### config.mk
export PLATFORM = sky130hd
export DESIGN_NAME = heap_mover
export DESIGN_NICKNAME = d
export VERILOG_FILES = /design/src/rtl/heap_mover.sv
export SDC_FILE = /design/constraint.sdc
export NUM_CORES = 1
export LEC_CHECK = 0
export BUFFER_PORTS_ARGS = -buffer_cell sky130_fd_sc_hd__buf_2
export CORE_MARGIN = 2
export CORE_UTILIZATION = 49
export DETAILED_ROUTE_END_ITERATION = 6
export PLACE_DENSITY = 0.81
export SYNTH_ARGS = -nofsm -noshare
export SYNTH_HDL_FRONTEND = slang
export SYNTH_SLANG_ARGS = --single-unit
### constraint.sdc
create_clock -name CLK -period 2.2 [get_ports CLK]
set_clock_uncertainty 0.05 [all_clocks]
set_input_delay 0.11 -clock CLK [delete_from_list [all_inputs] [get_ports CLK]]
set_output_delay 0.11 -clock CLK [all_outputs]
set_load 0.05 [all_outputs]
### src/rtl/heap_mover.sv
// heap_mover: small DMA-style engine that fills or copies bytes inside an
// external 32 x 8-bit heap.
//
// Ports
//   CLK, RST          single clock, synchronous active-high reset
//   START, OP         command strobe (sampled in idle only), 0 = FILL, 1 = COPY
//   SRC, DST, LEN     copy source base, destination base, byte count (0..32, larger clamps)
//   FILL_VAL          data byte for FILL
//   BUSY, DONE        command in progress / one-cycle completion pulse
//   cWR, cADDR,       CPU-side heap access; passed through to the heap while the
//   ciData, cData     engine is idle, CPU writes dropped while it is busy
//   hWR, hADDR,       heap port; hoData is combinational from hADDR
//   hiData, hoData
module heap_mover (
    input  logic       CLK,
    input  logic       RST,
    input  logic       START,
    input  logic       OP,
    input  logic [4:0] SRC,
    input  logic [4:0] DST,
    input  logic [5:0] LEN,
    input  logic [7:0] FILL_VAL,
    output logic       BUSY,
    output logic       DONE,
    input  logic       cWR,
    input  logic [4:0] cADDR,
    input  logic [7:0] ciData,
    output logic [7:0] cData,
    output logic       hWR,
    output logic [4:0] hADDR,
    output logic [7:0] hiData,
    input  logic [7:0] hoData
);

    typedef enum logic [2:0] {
        StIdle,
        StFill,
        StCpRd,
        StCpWr,
        StFin
    } state_e;

    state_e     state_q, state_d;
    logic [5:0] count_q, count_d;
    logic [4:0] src_q, src_d;
    logic [4:0] dst_q, dst_d;
    logic [7:0] fill_q, fill_d;
    logic [7:0] buf_q, buf_d;

    logic [5:0] len_clamped;
    logic       last_byte;

    // Counts above the heap size are clamped so one command never laps the heap.
    assign len_clamped = (LEN > 6'd32) ? 6'd32 : LEN;
    // The byte handled this cycle is the final one of the command.
    assign last_byte   = (count_q <= 6'd1);

    // ------------------------------------------------------------------
    // State and datapath registers
    // ------------------------------------------------------------------
    always_ff @(posedge CLK) begin
        if (RST) begin
            state_q <= StIdle;
            count_q <= 6'd0;
            src_q   <= 5'd0;
            dst_q   <= 5'd0;
            fill_q  <= 8'd0;
            buf_q   <= 8'd0;
        end else begin
            state_q <= state_d;
            count_q <= count_d;
            src_q   <= src_d;
            dst_q   <= dst_d;
            fill_q  <= fill_d;
            buf_q   <= buf_d;
        end
    end

    // ------------------------------------------------------------------
    // Next-state logic
    // ------------------------------------------------------------------
    always_comb begin
        state_d = state_q;
        case (state_q)
            StIdle: begin
                if (START) begin
                    if (len_clamped == 6'd0) begin
                        state_d = StFin;
                    end else if (OP) begin
                        state_d = StCpRd;
                    end else begin
                        state_d = StFill;
                    end
                end
            end
            StFill: begin
                if (last_byte) begin
                    state_d = StFin;
                end
            end
            StCpRd: begin
                state_d = StCpWr;
            end
            StCpWr: begin
                state_d = last_byte ? StFin : StCpRd;
            end
            StFin: begin
                state_d = StIdle;
            end
            default: begin
                state_d = StIdle;
            end
        endcase
    end

    // ------------------------------------------------------------------
    // Datapath next values: command capture, pointer/count stepping
    // ------------------------------------------------------------------
    always_comb begin
        count_d = count_q;
        src_d   = src_q;
        dst_d   = dst_q;
        fill_d  = fill_q;
        buf_d   = buf_q;
        case (state_q)
            StIdle: begin
                if (START) begin
                    count_d = len_clamped;
                    src_d   = SRC;
                    dst_d   = DST;
                    fill_d  = FILL_VAL;
                end
            end
            StFill: begin
                // 5-bit pointers wrap 31 -> 0 naturally.
                dst_d   = dst_q + 5'd1;
                count_d = count_q - 6'd1;
            end
            StCpRd: begin
                buf_d = hoData;
            end
            StCpWr: begin
                src_d   = src_q + 5'd1;
                dst_d   = dst_q + 5'd1;
                count_d = count_q - 6'd1;
            end
            default: begin
            end
        endcase
    end

    // ------------------------------------------------------------------
    // Outputs: status and heap port mux
    // ------------------------------------------------------------------
    always_comb begin
        BUSY   = 1'b0;
        DONE   = 1'b0;
        hWR    = 1'b0;
        hADDR  = cADDR;
        hiData = ciData;
        case (state_q)
            StFill: begin
                BUSY   = 1'b1;
                hWR    = ~RST;
                hADDR  = dst_q;
                hiData = fill_q;
            end
            StCpRd: begin
                BUSY   = 1'b1;
                hWR    = 1'b0;
                hADDR  = src_q;
                hiData = buf_q;
            end
            StCpWr: begin
                BUSY   = 1'b1;
                hWR    = ~RST;
                hADDR  = dst_q;
                hiData = buf_q;
            end
            StFin: begin
                DONE = 1'b1;
                hWR  = cWR & ~RST;
            end
            default: begin
                // Idle: CPU owns the heap; reset still blocks its writes.
                hWR = cWR & ~RST;
            end
        endcase
    end

    // CPU reads always see the heap; while busy that is the engine's address.
    assign cData = hoData;

endmodule
==> flow_metrics.tcl, run 1 <==
set metrics [dict create \
    status "finished, final reports clean" \
    clk_pin_slew_worst_paths_ns 0.07 \
    postCtsSetupBuffers 0 \
    gp_congestion 0.8778 \
    htree_levels 2 \
    grt_max_degree 36 \
    placed_cell_area_um2 2312 \
    seq_power_share_pct 30.0 \
    drc 0 \
    root_buffer "clkbuf_8" \
    power_density_nw_per_um2 1352 \
    reg2reg_setup_slack_ns 0.25 \
    die_h_um 67.12 \
    cp.required_ns 2.04 \
    max_cap_violations 0 \
    finalSetupViolations 0 \
    final_net_count 370 \
    rsz0062_at_grt "false" \
    crit_path_max_fanout 13 \
    syn_area_per_cell_um2 7.715 \
    timing.final.crit_share_pct 91.12 \
    holdBufCountCts 0 \
    yosys.area.top_type "dfxtp_1" \
    vias 2019 \
    synth_edf_count 0 \
    cts.sinks 35 \
    async_flop_share_pct 0 \
    routed_wl_mm 5.000 \
    power.internal_mw 1.647 \
    ys_ff_latch 35 \
    p_clk_share_pct 14.2 \
    synth_nets 307 \
    overflow 0 \
    fin_area_um2 2406 \
    start_util_pct 52.14 \
    worstSetupPathType "reg2out" \
    p_sw_share_pct 49.34 \
    p_sw_mw 1.605 \
    n_antenna_cell 0 \
    antenna_found_initial 0 \
    cts-buffers-inserted 5 \
    yosysWarningCount 0 \
    synth.most_common_cell "nand2_1" \
    drive_gt1_share_pct 31.96 \
    first_pass_iters 4 \
    clk_path_buf_depth 2 \
    synthTopCellsByArea "dfxtp_1, nand2_1, a21oi_1" \
    syn_to_final_growth_pct 23.27 \
    io_buffers 73 \
    p_leak_nw 1.052 \
    wire_per_inst_um 13.74 \
    fmax_mhz 498.8 \
    fp.dieW_um 67.12 \
    ios 74 \
    finalMaxSlewViolations 0 \
    dp_hpwl_mm 3.642 \
    vdd_ir_drop_max_mv 0.7645 \
    netlist_top_cells_count "nand2_1, dfxtp_1, a21oi_1" \
    grt_pass1_vias 1777 \
    finalHoldViolCount 0 \
    netlist.area_leader.share_pct 35.90 \
    track_usage_pct 23.78 \
    worst_hold_slack_ns 0.008344 \
    grt_pass1_wl_mm 7.955 \
    worst_pin_slew_ns 0.6524 \
    cp.arrival_ns 1.84 \
    drt-initial-drc-count 167 \
    dieArea_um2 4504 \
    endpoint_kind "primary output" \
    cp-start-kind "flop" \
    insertion_delay_ns 0.29 \
    comb_power_share_pct 55.8 \
    relSlewSlack_pct 56.51 \
    cts_tree "yes" \
    ys.flop_type "dfxtp_1" \
    synthCells 253 \
    num_rows 22 \
    tns_ns 0 \
    netlist_area_um2 1952 \
    ys_types 43 \
    via_per_inst 5.547 \
    coreArea_um2 3744 \
    ys_seq_area_share_pct 35.90 \
    antenna_left 0 \
    period_needed_ns 2.005 \
    holdCritPathClass "in2reg" \
]
[power by group through the flow]
| stage | Sequential [mW] | Clock (mW) | Combinational, mW |
|---|---|---|---|
| 6_report | 0.974 | 0.462 | 1.82 |
| 5_1_grt | 1.00 | 0.505 | 1.99 |
| 4_1_cts | 0.971 | 0.471 | 1.81 |
| 3_5_place_dp | 0.983 | 0 | 1.81 |
| 3_3_place_gp | 0.969 | 0 | 1.78 |
| 2_1_floorplan | 0.908 | 0 | 1.43 |
[logic make-up after synthesis]
logic type      share of synthesized area [%]
simple gates                            25.77
flops                                   35.90
buf+inv                                 8.397
mux                                     4.616
fa+ha+maj                               2.564
compound gates                          22.76
[layer usage]
layer  vias to the layer above  share of wire, %  GRT usage, %
met5                         -                 0             0
met4                         0               1.4         7.653
met3                         8               6.9         6.757
met2                        66                49         40.22
met1                       927                43         28.96
li1                       1018                 -             -
[worst max-delay path, cell delays in order (launching register included)]
cell     delay, ns
dfxtp_1       0.44
buf_4         0.23
nor2b_2       0.27
a22oi_1       0.17
o21ai_0       0.16
buf_2         0.28
[timing repair]
item | 4_1_cts | 5_1_grt
setup endpoints to repair | 13 | 5
pin swaps | 0 | 0
gates resized for setup | 1 | 1
[registers in the layout (all words and copies together) (netlist names)]
name     flops
state_q      3
src_q        5
count_q      6
fill_q       8
buf_q        8
dst_q        5
[cells in the final DEF, fill, tap and decap left out, types with 2 or more instances in the layout]
cell,count
nor2b_1,2
buf_4,10
nand3b_1,2
or2_2,2
nand2_1,43
nor3_1,5
and3_1,2
or3_1,3
nand3_1,6
inv_1,5
dfxtp_1,35
o311ai_0,2
and2_0,2
a31oi_1,5
ha_1,4
buf_2,73
a311oi_1,2
clkbuf_8,6
a21oi_1,25
mux2i_1,9
a22oi_1,15
o21ai_0,16
nor2_1,20
[per-stage QoR]
step / cells / worst slack (ns) / total power [mW] / util (%)
after floorplan: 253 / 0.01541 / 2.340 / -
after global placement: 357 / 0.2851 / 2.748 / 61.76
after detailed placement: 357 / 0.1807 / 2.790 / 61.76
after CTS: 364 / 0.03806 / 3.254 / 64.20
after global routing: 364 / 0.01789 / 3.496 / 64.27
final: 364 / 0.1954 / 3.252 / 64.27
[worst paths after layout]
check | start | endpoint | cells after the start
max reg2reg | state_q[0]$_SDFFE_PP0P_ | count_q[5]$_SDFFE_PP0P_ | 4
max | state_q[0]$_SDFFE_PP0P_ | hADDR[0] | 5
min reg2reg | fill_q[2]$_SDFFE_PP0P_ | fill_q[2]$_SDFFE_PP0P_ | 2
min | FILL_VAL[5] | fill_q[5]$_SDFFE_PP0P_ | 3
[layout make-up]
cell class	instances	area, µm²
Multi-Input combinational cell	186	1099
Fill cell	352	1338
Timing Repair Buffer	83	440.4
Clock buffer	6	82.58
Tap cell	48	60.06
Inverter	5	18.77
Sequential cell	35	700.7
Clock inverter	1	5.005
Note: power is estimated with default switching activity, not from simulation.
==> run 2: changes to the inputs <==
==> config.mk (replaced) <==
export PLATFORM = sky130hd
export DESIGN_NAME = heap_mover
export DESIGN_NICKNAME = d
export VERILOG_FILES = /design/src/rtl/heap_mover.sv
export SDC_FILE = /design/constraint.sdc
export NUM_CORES = 1
export LEC_CHECK = 0
export BUFFER_PORTS_ARGS = -buffer_cell sky130_fd_sc_hd__buf_4
export CORE_MARGIN = 2
export CORE_UTILIZATION = 44
export DETAILED_ROUTE_END_ITERATION = 6
export PLACE_DENSITY = 0.77
export SYNTH_ARGS = -nofsm -noshare
export SYNTH_HDL_FRONTEND = slang
export SYNTH_SLANG_ARGS = --single-unit
==> constraint.sdc (replaced) <==
create_clock -name CLK -period 1.6 [get_ports CLK]
set_clock_uncertainty 0.05 [all_clocks]
set_input_delay 0.08 -clock CLK [delete_from_list [all_inputs] [get_ports CLK]]
set_output_delay 0.08 -clock CLK [all_outputs]
set_load 0.05 [all_outputs]
==> flow_metrics.tcl, run 2 (same netlist as run 1, synthesis figures left out) <==
set metrics [dict create \
    holdCritPathClass "in2reg" \
    antenna_found_initial 0 \
    wire_per_inst_um 19.69 \
    root_buffer "clkbuf_8" \
    finalHoldViolCount 0 \
    htree_levels 2 \
    drt-initial-drc-count 356 \
    cp.arrival_ns 1.59 \
    dieArea_um2 4985 \
    whs_endpoint "dst_q[2]$_SDFFE_PP0P_" \
    tns_ns -1.930 \
    die_h_um 70.61 \
    n_antenna_cell 0 \
    gp_congestion 0.8718 \
    syn_to_final_growth_pct 78.85 \
    vdd_ir_drop_max_mv 0.8955 \
    final_cell_mix "buf_4, buf_6, dfxtp_1" \
    first_pass_iters 5 \
    timing.final.crit_share_pct 107.5 \
    fin_area_um2 3491 \
    cts.sinks 35 \
    cts_tree "yes" \
    grt_pass1_wl_mm 11.80 \
    worstSetupPathType "reg2out" \
    reg2reg_setup_slack_ns -0.08 \
    cp.required_ns 1.47 \
    violations "negative setup slack" \
    drive_gt1_share_pct 56.04 \
    placed_cell_area_um2 2683 \
    endpoint_kind "primary output" \
    finalMaxSlewViolations 0 \
    reg2regPathDepth 7 \
    fin_cells 416 \
    final_net_count 419 \
    crit_path_max_fanout 5 \
    fp.dieW_um 70.61 \
    clk_path_buf_depth 2 \
    hold_start "DST[2]" \
    power_mw 6.500 \
    status "complete, but fails checks" \
    clk_pin_slew_worst_paths_ns 0.06 \
    r2r_end "src_q[2]$_SDFFE_PP0P_" \
    power_density_nw_per_um2 1862 \
    cp-start-kind "flop" \
    vias 2507 \
    dp_cells 377 \
    start_util_pct 45.14 \
    p_clk_share_pct 9.1 \
    insertion_delay_ns 0.29 \
    seq_power_share_pct 21.2 \
    worst_hold_slack_ns 0.007108 \
    p_sw_mw 3.041 \
    finalSetupViolations 31 \
    holdPathStages 3 \
    fmax_mhz 581.4 \
    grt_pass1_vias 2500 \
    overflow 0 \
    cts-buffers-inserted 5 \
    antenna_left 0 \
    dp_hpwl_mm 4.106 \
    worst_pin_slew_ns 0.4475 \
    via_per_inst 6.026 \
    max_cap_violations 0 \
    comb_power_share_pct 69.7 \
    setup_ws_ns -0.1199 \
    reg_top3 "buf_q (8), fill_q (8), count_q (6)" \
    drc 0 \
    period_needed_ns 1.720 \
    ios 74 \
    reg2reg_from "state_q[0]$_SDFFE_PP0P_" \
    io_buffers 73 \
    num_rows 24 \
    p_leak_nw 1.472 \
    p_sw_share_pct 46.78 \
    track_usage_pct 30.05 \
    power.internal_mw 3.459 \
    coreArea_um2 4324 \
    grt_max_degree 36 \
    rsz0062_at_grt "true" \
    mostFrequentLayoutCell "buf_4" \
    routed_wl_mm 8.189 \
    relSlewSlack_pct 70.16 \
]
[run 2: cell count changes in the layout (fill, tap and decap cells not counted), moves of 11 or more]
cell | before | now
buf_2 | 73 | 0
buf_4 | 10 | 84
buf_6 | 0 | 31
dlygate4sd3_1 | 0 | 11
nand2_1 | 43 | 25
nand2_2 | 0 | 12
o21ai_0 | 16 | 0
o21ai_2 | 0 | 13
[run 2: power by group through the flow]
stage / logic [mW] / clock network (mW) / registers, mW
2_1_floorplan: 2.06 / 0 / 1.25
5_1_grt: 4.75 / 0.636 / 1.40
4_1_cts: 3.86 / 0.594 / 1.31
3_3_place_gp: 2.97 / 0 / 1.30
3_5_place_dp: 3.02 / 0 / 1.31
6_report: 4.53 / 0.588 / 1.38
[run 2: worst max-delay path, cell delays in order, from the launching register on]
cell and delay (ns):
dfxtp_4 0.37, buf_6 0.10, buf_8 0.12, nor2b_4 0.17, buf_6 0.13, a22oi_2 0.07, o21ai_2 0.16, buf_6 0.18
[run 2: layer usage]
metal  global-route usage (%)  share of wire (%)
met1                    34.40                 37
met2                    53.98                 51
met3                    6.838                8.5
met4                    12.37                4.5
met5                        0                  0
[run 2: timing repair]
item / 4_1_cts / 5_1_grt
endpoints found under the setup margin: 23 / 40
hold endpoints to repair: 11 / 0
buffers inserted: 17 / 5
resized for setup: 69 / 52
pin swaps: 24 / 22
gates cloned: 1 / 1
hold buffers: 11 / 0
[run 2: how the worst max path moves through the flow]
stage,start,endpoint,cells past startpoint
after floorplan,state_q[2]$_SDFFE_PP0P_,hiData[0],5
after global placement,state_q[2]$_SDFFE_PP0P_,src_q[2]$_SDFFE_PP0P_,5
final,state_q[0]$_SDFFE_PP0P_,hiData[3],7
after detailed placement,state_q[2]$_SDFFE_PP0P_,src_q[2]$_SDFFE_PP0P_,5
after CTS,state_q[0]$_SDFFE_PP0P_,hiData[0],7
after global routing,state_q[0]$_SDFFE_PP0P_,hiData[3],7
[run 2: through the flow]
stage	setup slack, ns	util (%)
floorplan	-0.2398	-
global placement	0.01523	62.04
detailed placement	-0.01673	62.04
CTS	-0.07085	75.17
global route	-0.1740	80.73
finish	-0.1199	80.73
[run 2: cell type report]
type / instances / area (µm²)
well taps: 52 / 65.06
flip-flops and latches: 35 / 709.4
multi-input cells: 186 / 1425
clock buffers: 6 / 72.57
repair buffers: 132 / 1200
fillers: 265 / 833.3
inverters: 5 / 18.77
==> run 3: changes to the inputs <==
--- a/config.mk
+++ b/config.mk
@@ -7,9 +7,9 @@
 export LEC_CHECK = 0
 export BUFFER_PORTS_ARGS = -buffer_cell sky130_fd_sc_hd__buf_4
 export CORE_MARGIN = 2
-export CORE_UTILIZATION = 44
+export CORE_UTILIZATION = 53
 export DETAILED_ROUTE_END_ITERATION = 6
-export PLACE_DENSITY = 0.77
+export PLACE_DENSITY = 0.86
 export SYNTH_ARGS = -nofsm -noshare
 export SYNTH_HDL_FRONTEND = slang
 export SYNTH_SLANG_ARGS = --single-unit
==> constraint.sdc (replaced) <==
create_clock -name CLK -period 2.1 [get_ports CLK]
set_clock_uncertainty 0.05 [all_clocks]
set_input_delay 0.105 -clock CLK [delete_from_list [all_inputs] [get_ports CLK]]
set_output_delay 0.105 -clock CLK [all_outputs]
set_load 0.05 [all_outputs]
==> flow_metrics.tcl, run 3 (same netlist as run 1, synthesis figures left out) <==
set metrics [dict create \
    clk_path_buf_depth 2 \
    finalSetupViolations 0 \
    coreArea_um2 3606 \
    timing.final.crit_share_pct 93.49 \
    endpoint_kind "primary output" \
    overflow 0 \
    crit_path_max_fanout 12 \
    nFillCells 297 \
    max_cap_violations 0 \
    power_density_nw_per_um2 1405 \
    drt-initial-drc-count 141 \
    num_rows 22 \
    relSlewSlack_pct 70.52 \
    grt_max_degree 36 \
    via_per_inst 5.476 \
    drive_gt1_share_pct 33.54 \
    cp-start-kind "flop" \
    period_needed_ns 1.963 \
    routed_wl_mm 5.184 \
    cp.arrival_ns 1.81 \
    dp_hpwl_mm 3.885 \
    cts_tree "yes" \
    ios 74 \
    vdd_ir_drop_max_mv 0.6839 \
    track_usage_pct 26.52 \
    clk_pin_slew_worst_paths_ns 0.07 \
    cp.required_ns 1.95 \
    syn_to_final_growth_pct 36.54 \
    cts-buffers-inserted 5 \
    p_leak_nw 1.153 \
    fp.dieW_um 64.69 \
    postCtsSetupBuffers 0 \
    p_sw_mw 1.731 \
    worst_pin_slew_ns 0.4415 \
    start_util_pct 54.13 \
    seq_area_um2 701.9 \
    io_buffers 73 \
    drc 0 \
    seq_power_share_pct 27.4 \
    antenna_left 0 \
    holdCritPathClass "in2reg" \
    reg_top3 "buf_q (8), fill_q (8), count_q (6)" \
    rsz0062_at_grt "false" \
    grt_pass1_wl_mm 8.763 \
    p_sw_share_pct 46.23 \
    n_antenna_cell 0 \
    power.internal_mw 2.013 \
    post-route-util_pct 73.91 \
    p_clk_share_pct 16.9 \
    wire_per_inst_um 14.01 \
    insertion_delay_ns 0.29 \
    antenna_found_initial 0 \
    root_buffer "clkbuf_8" \
    worstSetupPathType "reg2out" \
    tns_ns 0 \
    finalHoldViolCount 0 \
    dieArea_um2 4184 \
    vias 2026 \
    htree_levels 2 \
    final_cell_mix "buf_4, nand2_1, dfxtp_1" \
    worst_hold_slack_ns 0.006482 \
    first_pass_iters 7 \
    fmax_mhz 509.3 \
    die_h_um 64.69 \
    gp_congestion 0.8705 \
    mostFrequentLayoutCell "buf_4" \
    final_net_count 375 \
    finalMaxSlewViolations 0 \
    status "finished, final reports clean" \
    grt_pass1_vias 1938 \
    multiInputGateArea_um2 1104 \
    cts.sinks 35 \
    comb_power_share_pct 55.7 \
]
[run 3: changes by cell type in the layout (fill, tap and decap cells not counted), moves of 4 or more]
cell | previous run | this run
o21ai_2 | 13 | 0
nand2_1 | 25 | 43
a21oi_2 | 8 | 0
nand2_2 | 12 | 0
a22oi_2 | 8 | 0
a22oi_1 | 7 | 15
dlygate4sd3_1 | 11 | 1
nand2_4 | 6 | 0
a21oi_1 | 17 | 25
buf_6 | 31 | 0
o21ai_1 | 3 | 13
dfxtp_1 | 30 | 34
[run 3: final timing paths]
| check | start | endpoint | slack, ns | depth (start not counted) |
|---|---|---|---|---|
| max | state_q[1]$_SDFFE_PP0P_ | hADDR[0] | 0.14 | 4 |
| max reg2reg | state_q[1]$_SDFFE_PP0P_ | count_q[5]$_SDFFE_PP0P_ | 0.37 | 5 |
| min | hoData[1] | buf_q[1]$_SDFFE_PP0N_ | 0.006 | 3 |
| min reg2reg | fill_q[5]$_SDFFE_PP0P_ | fill_q[5]$_SDFFE_PP0P_ | 0.41 | 2 |
[run 3: per-layer routing]
layer | track usage, % | vias to the layer above | routed length [µm]
met1 | 32.07 | 919 | 2168
met5 | 0 | - | 0
met3 | 6.424 | 7 | 337
met4 | 9.574 | 0 | 85
met2 | 45.70 | 73 | 2592
li1 | - | 1027 | -
[run 3: layout make-up]
class                      count  share of cell area (%)
clock buffer                   6                   3.099
clock inverter                 2                   1.315
multi-input combinational    186                   41.41
sequential                    35                   26.34
inverter                       5                  0.7042
tap                           48                   2.254
timing repair buffer          88                   24.88
[run 3: timing repair]
action                                 in CTS  in global routing
setup endpoints to repair                   3                  7
gates resized for setup                     1                  2
endpoints found under the hold margin       0                  1
cloned                                      0                  0
hold buffers                                0                  1
[run 3: per-stage QoR]
stage	area (µm²)	cells	power (mW)	setup slack (ns)
after global placement	2530	361	3.053	0.3656
after floorplan	1957	253	2.471	0.1093
after global routing	2665	370	3.998	0.01717
after CTS	2649	369	3.739	0.04457
after detailed placement	2530	361	3.101	0.3248
final	2665	370	3.744	0.1367
[run 3: worst max-delay path, cell delays in order (launching register included)]
cell	delay, ns
dfxtp_1	0.60
nor2b_2	0.39
a22oi_1	0.17
o21ai_1	0.15
buf_4	0.21
[run 3: power groups by stage]
| stage | logic, mW | registers [mW] | clock network, mW |
|---|---|---|---|
| 6_report | 2.09 | 1.03 | 0.632 |
| 5_1_grt | 2.27 | 1.05 | 0.679 |
| 4_1_cts | 2.08 | 1.02 | 0.641 |
| 3_5_place_dp | 2.07 | 1.03 | 0 |
| 3_3_place_gp | 2.03 | 1.02 | 0 |
| 2_1_floorplan | 1.52 | 0.952 | 0 |
